File: config.mk
export PLATFORM = sky130hd
export DESIGN_NAME = uart_telemetria_tx_flat
export DESIGN_NICKNAME = d
export VERILOG_FILES = /design/src/rtl/uart_telemetria_tx_if.sv /design/src/rtl/uart_telemetria_tx.sv /design/src/flat_wrapper.sv
export SDC_FILE = /design/constraint.sdc
export NUM_CORES = 1
export LEC_CHECK = 0
export BUFFER_PORTS_ARGS = -buffer_cell sky130_fd_sc_hd__buf_2
export CORE_MARGIN = 2
export CORE_UTILIZATION = 40
export DETAILED_ROUTE_END_ITERATION = 8
export GPL_ROUTABILITY_DRIVEN = 0
export SETUP_SLACK_MARGIN = 0.2
export SYNTH_ARGS = -nofsm -noshare
export SYNTH_HDL_FRONTEND = slang
export SYNTH_SLANG_ARGS = --single-unit
File: constraint.sdc
create_clock -name clock -period 5.6 [get_ports clock]
set_input_delay 0.56 -clock clock [delete_from_list [all_inputs] [get_ports clock]]
set_output_delay 0.56 -clock clock [all_outputs]
set_load 0.01 [all_outputs]
File: src/rtl/uart_telemetria_tx_if.sv
// rtl/uart_telemetria_tx_if.sv - status word request and serial/status outputs of the telemetry UART
interface uart_telemetria_tx_if #(
  parameter int DATA_WIDTH = 14
);
  logic [DATA_WIDTH-1:0] i_data;
  logic                  wr;
  logic                  s_out;
  logic                  ocupado;
  logic                  fifo_cheia;
  logic                  descartado;

  modport master (
    output i_data, wr,
    input  s_out, ocupado, fifo_cheia, descartado
  );

  modport slave (
    input  i_data, wr,
    output s_out, ocupado, fifo_cheia, descartado
  );
endinterface

File: src/rtl/uart_telemetria_tx.sv
// rtl/uart_telemetria_tx.sv - buffered, framed UART transmitter for the game status word
module uart_telemetria_tx #(
  parameter int         DATA_WIDTH = 14,
  parameter int         FIFO_DEPTH = 4,
  parameter int         CLK_DIV    = 434,
  parameter int         PARITY     = 0,
  parameter logic [7:0] SYNC_BYTE  = 8'hAA
) (
  input  logic               clock,
  input  logic               reset,
  uart_telemetria_tx_if.slave bus
);
  localparam int NBYTES = (DATA_WIDTH + 7) / 8;
  localparam int FW     = 8 * NBYTES;
  localparam int CW     = $clog2(CLK_DIV);
  localparam int PW     = $clog2(FIFO_DEPTH);
  localparam int IW     = $clog2(NBYTES + 2);
  localparam logic [CW-1:0] TICK_MAX = CW'(CLK_DIV - 1);
  localparam logic [PW:0]   FULL     = (PW + 1)'(FIFO_DEPTH);
  localparam logic [IW-1:0] LAST_IDX = IW'(NBYTES + 1);

  typedef enum logic [2:0] {OCIOSO, CARREGA, START, DADOS, PARIDADE, STOP} state_t;
  state_t state, state_n;

  logic                  wr_q;
  logic                  push, pop, accept;
  logic [DATA_WIDTH-1:0] mem [FIFO_DEPTH];
  logic [PW-1:0]         wptr, rptr;
  logic [PW:0]           count, count_n;
  logic [FW-1:0]         frame;
  logic [IW-1:0]         idx;
  logic [7:0]            cur, shreg, chk, sel_byte;
  logic [2:0]            bit_idx;
  logic [CW-1:0]         cnt;
  logic                  tick, par_bit, s_out_n;
  logic                  s_out_r, ocupado_r, fifo_cheia_r;

  // Only a rising edge of the level request captures a word.
  assign push    = bus.wr & ~wr_q;
  assign pop     = (state == OCIOSO) && (count != '0);
  assign accept  = push && ((count < FULL) || pop);
  assign count_n = count + (PW + 1)'(accept) - (PW + 1)'(pop);
  assign tick    = (cnt == TICK_MAX);
  assign par_bit = (PARITY == 2) ? ~^cur : ^cur;

  assign bus.descartado = push && !accept;
  assign bus.s_out      = s_out_r;
  assign bus.ocupado    = ocupado_r;
  assign bus.fifo_cheia = fifo_cheia_r;

  // Word storage; contents are don't-care until written, so no reset.
  always_ff @(posedge clock) begin
    if (accept) mem[wptr] <= bus.i_data;
  end

  // Edge detector, FIFO bookkeeping and registered status/line outputs.
  always_ff @(posedge clock or posedge reset) begin
    if (reset) begin
      wr_q         <= 1'b0;
      wptr         <= '0;
      rptr         <= '0;
      count        <= '0;
      s_out_r      <= 1'b1;
      ocupado_r    <= 1'b0;
      fifo_cheia_r <= 1'b0;
    end else begin
      wr_q         <= bus.wr;
      if (accept) wptr <= wptr + 1'b1;
      if (pop)    rptr <= rptr + 1'b1;
      count        <= count_n;
      s_out_r      <= s_out_n;
      ocupado_r    <= (state_n != OCIOSO) || (count_n != '0);
      fifo_cheia_r <= (count_n == FULL);
    end
  end

  // FSM state register.
  always_ff @(posedge clock or posedge reset) begin
    if (reset) state <= OCIOSO;
    else       state <= state_n;
  end

  // Next-state logic and the line level for the current bit.
  always_comb begin
    state_n = state;
    s_out_n = 1'b1;
    case (state)
      OCIOSO:   if (count != '0) state_n = CARREGA;
      CARREGA:  state_n = START;
      START: begin
        s_out_n = 1'b0;
        if (tick) state_n = DADOS;
      end
      DADOS: begin
        s_out_n = shreg[0];
        if (tick && bit_idx == 3'd7) state_n = (PARITY != 0) ? PARIDADE : STOP;
      end
      PARIDADE: begin
        s_out_n = par_bit;
        if (tick) state_n = STOP;
      end
      STOP:     if (tick) state_n = (idx == LAST_IDX) ? OCIOSO : CARREGA;
      default:  state_n = OCIOSO;
    endcase
  end

  // Byte for the current frame position: sync, data (LSB first) or checksum.
  always_comb begin
    sel_byte = SYNC_BYTE;
    for (int i = 0; i < NBYTES; i++) begin
      if (idx == IW'(i + 1)) sel_byte = frame[8*i +: 8];
    end
    if (idx == LAST_IDX) sel_byte = chk;
  end

  // Frame datapath: bit timer, shift register, byte index and checksum.
  always_ff @(posedge clock or posedge reset) begin
    if (reset) begin
      frame   <= '0;
      idx     <= '0;
      cur     <= '0;
      shreg   <= '0;
      chk     <= '0;
      bit_idx <= '0;
      cnt     <= '0;
    end else begin
      cnt <= (state_n != state || tick) ? '0 : cnt + 1'b1;
      case (state)
        OCIOSO: begin
          if (pop) begin
            frame <= FW'(mem[rptr]);
            idx   <= '0;
            chk   <= '0;
          end
        end
        CARREGA: begin
          cur     <= sel_byte;
          shreg   <= sel_byte;
          bit_idx <= '0;
        end
        DADOS: begin
          if (tick) begin
            shreg   <= {1'b0, shreg[7:1]};
            bit_idx <= bit_idx + 3'd1;
          end
        end
        STOP: begin
          if (tick) begin
            if (idx != '0 && idx != LAST_IDX) chk <= chk + cur;
            if (idx != LAST_IDX) idx <= idx + 1'b1;
          end
        end
        default: ;
      endcase
    end
  end
endmodule

File: src/flat_wrapper.sv
// flat-port wrapper written by rule: the top's interface ports become plain ports
module uart_telemetria_tx_flat 
#(
  parameter int         DATA_WIDTH = 14,
  parameter int         FIFO_DEPTH = 4,
  parameter int         CLK_DIV    = 434,
  parameter int         PARITY     = 0,
  parameter logic [7:0] SYNC_BYTE  = 8'hAA
)
  (clock, reset, bus_i_data, bus_wr, bus_s_out, bus_ocupado, bus_fifo_cheia, bus_descartado);
  uart_telemetria_tx_if #(.DATA_WIDTH(DATA_WIDTH)) bus_i ();
  input  logic clock;
  input  logic reset;
  input wire logic [$bits(bus_i.i_data)-1:0] bus_i_data;
  input wire logic [$bits(bus_i.wr)-1:0] bus_wr;
  output wire logic [$bits(bus_i.s_out)-1:0] bus_s_out;
  output wire logic [$bits(bus_i.ocupado)-1:0] bus_ocupado;
  output wire logic [$bits(bus_i.fifo_cheia)-1:0] bus_fifo_cheia;
  output wire logic [$bits(bus_i.descartado)-1:0] bus_descartado;
  assign bus_i.i_data = bus_i_data;
  assign bus_i.wr = bus_wr;
  assign bus_s_out = bus_i.s_out;
  assign bus_ocupado = bus_i.ocupado;
  assign bus_fifo_cheia = bus_i.fifo_cheia;
  assign bus_descartado = bus_i.descartado;
  uart_telemetria_tx #(.DATA_WIDTH(DATA_WIDTH), .FIFO_DEPTH(FIFO_DEPTH), .CLK_DIV(CLK_DIV), .PARITY(PARITY), .SYNC_BYTE(SYNC_BYTE)) u_core (.clock(clock), .reset(reset), .bus(bus_i));
endmodule
==> flow_summary.yaml <==
yosys:
  synthCells: 414
  async_flop_share_pct: 54.1
  syn-num-nets: 453
  yosysWarnings: 0
  synth_enable_flop_cells: 56
  synthDistinctLibCells: 47
  postSynthAreaPerCell_sq_um: 13.2
  yosys-top-cells-count: "dfrtp_1, edfxtp_1, nand2_1, nor2_1, a21oi_1"
  synthFlopType: "dfrtp_1"
  syn_area_sq_um: 5470
  synth.area.top_cells: "edfxtp_1, dfrtp_1, mux4_2"
  synth_most_common_cell: "dfrtp_1"
  synth_seq_cells: 122
  synth_top_area_share_pct: 30.7
  seq_area_frac_synth_pct: 60.9
  synth_largest_area_cell: "edfxtp_1"
place:
  dp.cells: 597
  placed_area_sq_um: 5730
  dp_hpwl_mm: 6.40
  port_buffers: 20
setup_path:
  cp_slowest_cell: "dfrtp_1"
  cp_slowest_stage_delay_ns: 0.48
  crit_family: "adder cells"
  crit_path_max_fanout: 12
  cp-start-kind: "flop"
  required_ns: 5.87
  critical_path_buf_inv_count: 2
  arrival_ns: 3.34
  crit_type: "flop to flop"
  critPathCaptureType: "flop"
  crit_path_cell_trace: "or3_4, a21oi_1, inv_1, ha_1, inv_1, ha_1, fa_1, nor4_1, nand4b_1"
sta:
  worst_pin_slew_ns: 0.946
  slew_viol_final: 0
  rsz0062_at_grt: "false"
  period_share_pct: 54.8
  slew_headroom_pct: 37.0
  setup_tns_ns: 0
  fmax_mhz: 326
  hold_viol_final: 0
  setup_viol: 0
  skew_ns: 0.00949
  fin_crit_ns: 3.07
flow_run:
  max_cap_violations: 0
routing:
  drt-total-wl_mm: 9.61
  initialDrtViolationCount: 192
  via_per_inst: 5.04
  wl_per_cell_um: 15.3
  drt-pass1-iter-count: 5
  num_vias: 3169
  ant_nets: 0
  drc_errors: 0
finish:
  final_cell_area_sq_um: 6270
  syn_to_final_growth_pct: 14.6
  drive_gt1_share_pct: 20.5
  fin_cells: 629
  insertedDiodeCount: 0
  fin_nets: 479
power_and_ir_drop:
  irDropWorstVdd_uv: 317
  power_leakage_nw: 2.48
  powerDensity_nw_per_um2: 341
global_routing:
  grt_pass1_wl_mm: 16.3
  grt_usage_pct: 14.9
  antenna_found_initial: 0
  grt.overflow.total: 0
  first_global_vias: 3136
  grt_max_degree: 67
clock_network:
  holdBufCountCts: 0
  clkLatencyLatePin_ns: 0.41
  cts_buffer_depth: 2
  cts_inserted_buffers: 17
  cts_sinks: 122
  cts_setup_buffers: 0
  cts_tree: "done"
  clk_pin_slew_ns: 0.05
  cts_root_buf: "clkbuf_16"
  ctsResizeCount: 0
  cts_max_level: 4
floorplan:
  die_height_um: 121
  coreArea_sq_um: 13300
  die-width_um: 121
  dieArea_sq_um: 14600
  start_util_pct: 41.2
  rows: 42
  io_pins: 21
outcome:
  outcome: "finished clean"
min_path:
  min_path_type: "primary input to flop"
==> routing by layer <==
layer  vias to the layer above  wire, um  GRT usage, %
li1                       1554         -             -
met1                      1565      4650          19.9
met2                        43      4560          22.4
met3                         7       296          4.56
met4                         0        96          6.76
met5                         -         0             0
==> cells in the final DEF (no fill, tap or decap), drive strengths merged, types with 3 or more instances in the layout <==
cell,instances
nand3b,4
dfrtp,65
nor3b,4
nor2b,5
inv,16
buf,23
ha,20
o21ai,24
clkbuf,20
and2,7
clkinv,7
nor2,27
nand3,8
edfxtp,56
xnor2,18
nor3,7
mux2,18
xor2,8
clkinvlp,3
mux4,14
a21oi,24
nand2,39
o31ai,3
==> metrics by stage <==
stage	hold slack [ns]	power [W]	worst slack [ns]	utilization, %
finish	0.275	0.00214	2.53	47.2
global route	0.255	0.00223	2.35	47.2
CTS	0.254	0.00216	2.54	47.2
detailed placement	0.466	0.00117	2.54	43.1
global placement	0.460	0.00116	2.63	43.1
floorplan	0.441	0.00112	2.85	-
==> sequential cells by signal, summed over array words and instances, names as in the netlist <==
signal	count
u_core.bit_idx	3
u_core.bus.fifo_cheia	1
u_core.bus.ocupado	1
u_core.bus.s_out	1
u_core.chk	8
u_core.cnt	9
u_core.count	3
u_core.cur	8
u_core.frame	14
u_core.idx	2
u_core.mem	56
u_core.rptr	2
u_core.shreg	8
u_core.state	3
u_core.wptr	2
u_core.wr_q	1
==> path summary, 6_finish.rpt <==
kind	to	depth (start not counted)	startpoint	slack, ns
worst max-delay path	u_core.bus.ocupado$_DFF_PP0_	9	u_core.state[0]$_DFF_PP0_	2.53
worst min-delay path	u_core.wr_q$_DFF_PP0_	1	bus_wr	0.28
worst max register to register	u_core.bus.ocupado$_DFF_PP0_	9	u_core.state[0]$_DFF_PP0_	2.53
worst min register to register	u_core.shreg[7]$_DFFE_PP0P_	2	u_core.shreg[7]$_DFFE_PP0P_	0.48
max in group asynchronous	u_core.chk[4]$_DFFE_PP0P_	3	reset	4.68
min in group asynchronous	u_core.cnt[7]$_DFF_PP0_	3	reset	0.39
==> cell type report <==
| cell class | instances | area, sq um |
|---|---|---|
| inverter | 15 | 56.3 |
| clock inverter | 12 | 101 |
| multi-input combinational | 261 | 2000 |
| sequential | 122 | 3330 |
| fill | 1182 | 7020 |
| clock buffer | 20 | 437 |
| timing repair buffer | 23 | 123 |
| tap | 176 | 220 |
==> logic make-up after synthesis <==
| logic type | Yosys count | share of synthesized area [%] |
|---|---|---|
| buffers and inverters | 31 | 2.61 |
| adders and majority gates | 22 | 5.31 |
| DFF | 122 | 60.9 |
| and+or+nand+nor | 113 | 10.1 |
| xor gates and xnor gates | 26 | 4.16 |
| AOI/OAI and AO/OA | 68 | 7.43 |
| muxes | 32 | 9.47 |
==> power breakdown <==
part / internal [W] / leakage [nW] / switching, W
combinational: 0.0000532 / 0.923 / 0.0000820
sequential: 0.000993 / 1.30 / 0.0000222
clock: 0.000605 / 0.255 / 0.000381
total: 0.00165 / 2.48 / 0.000485
(Power assumes the default switching activity.)
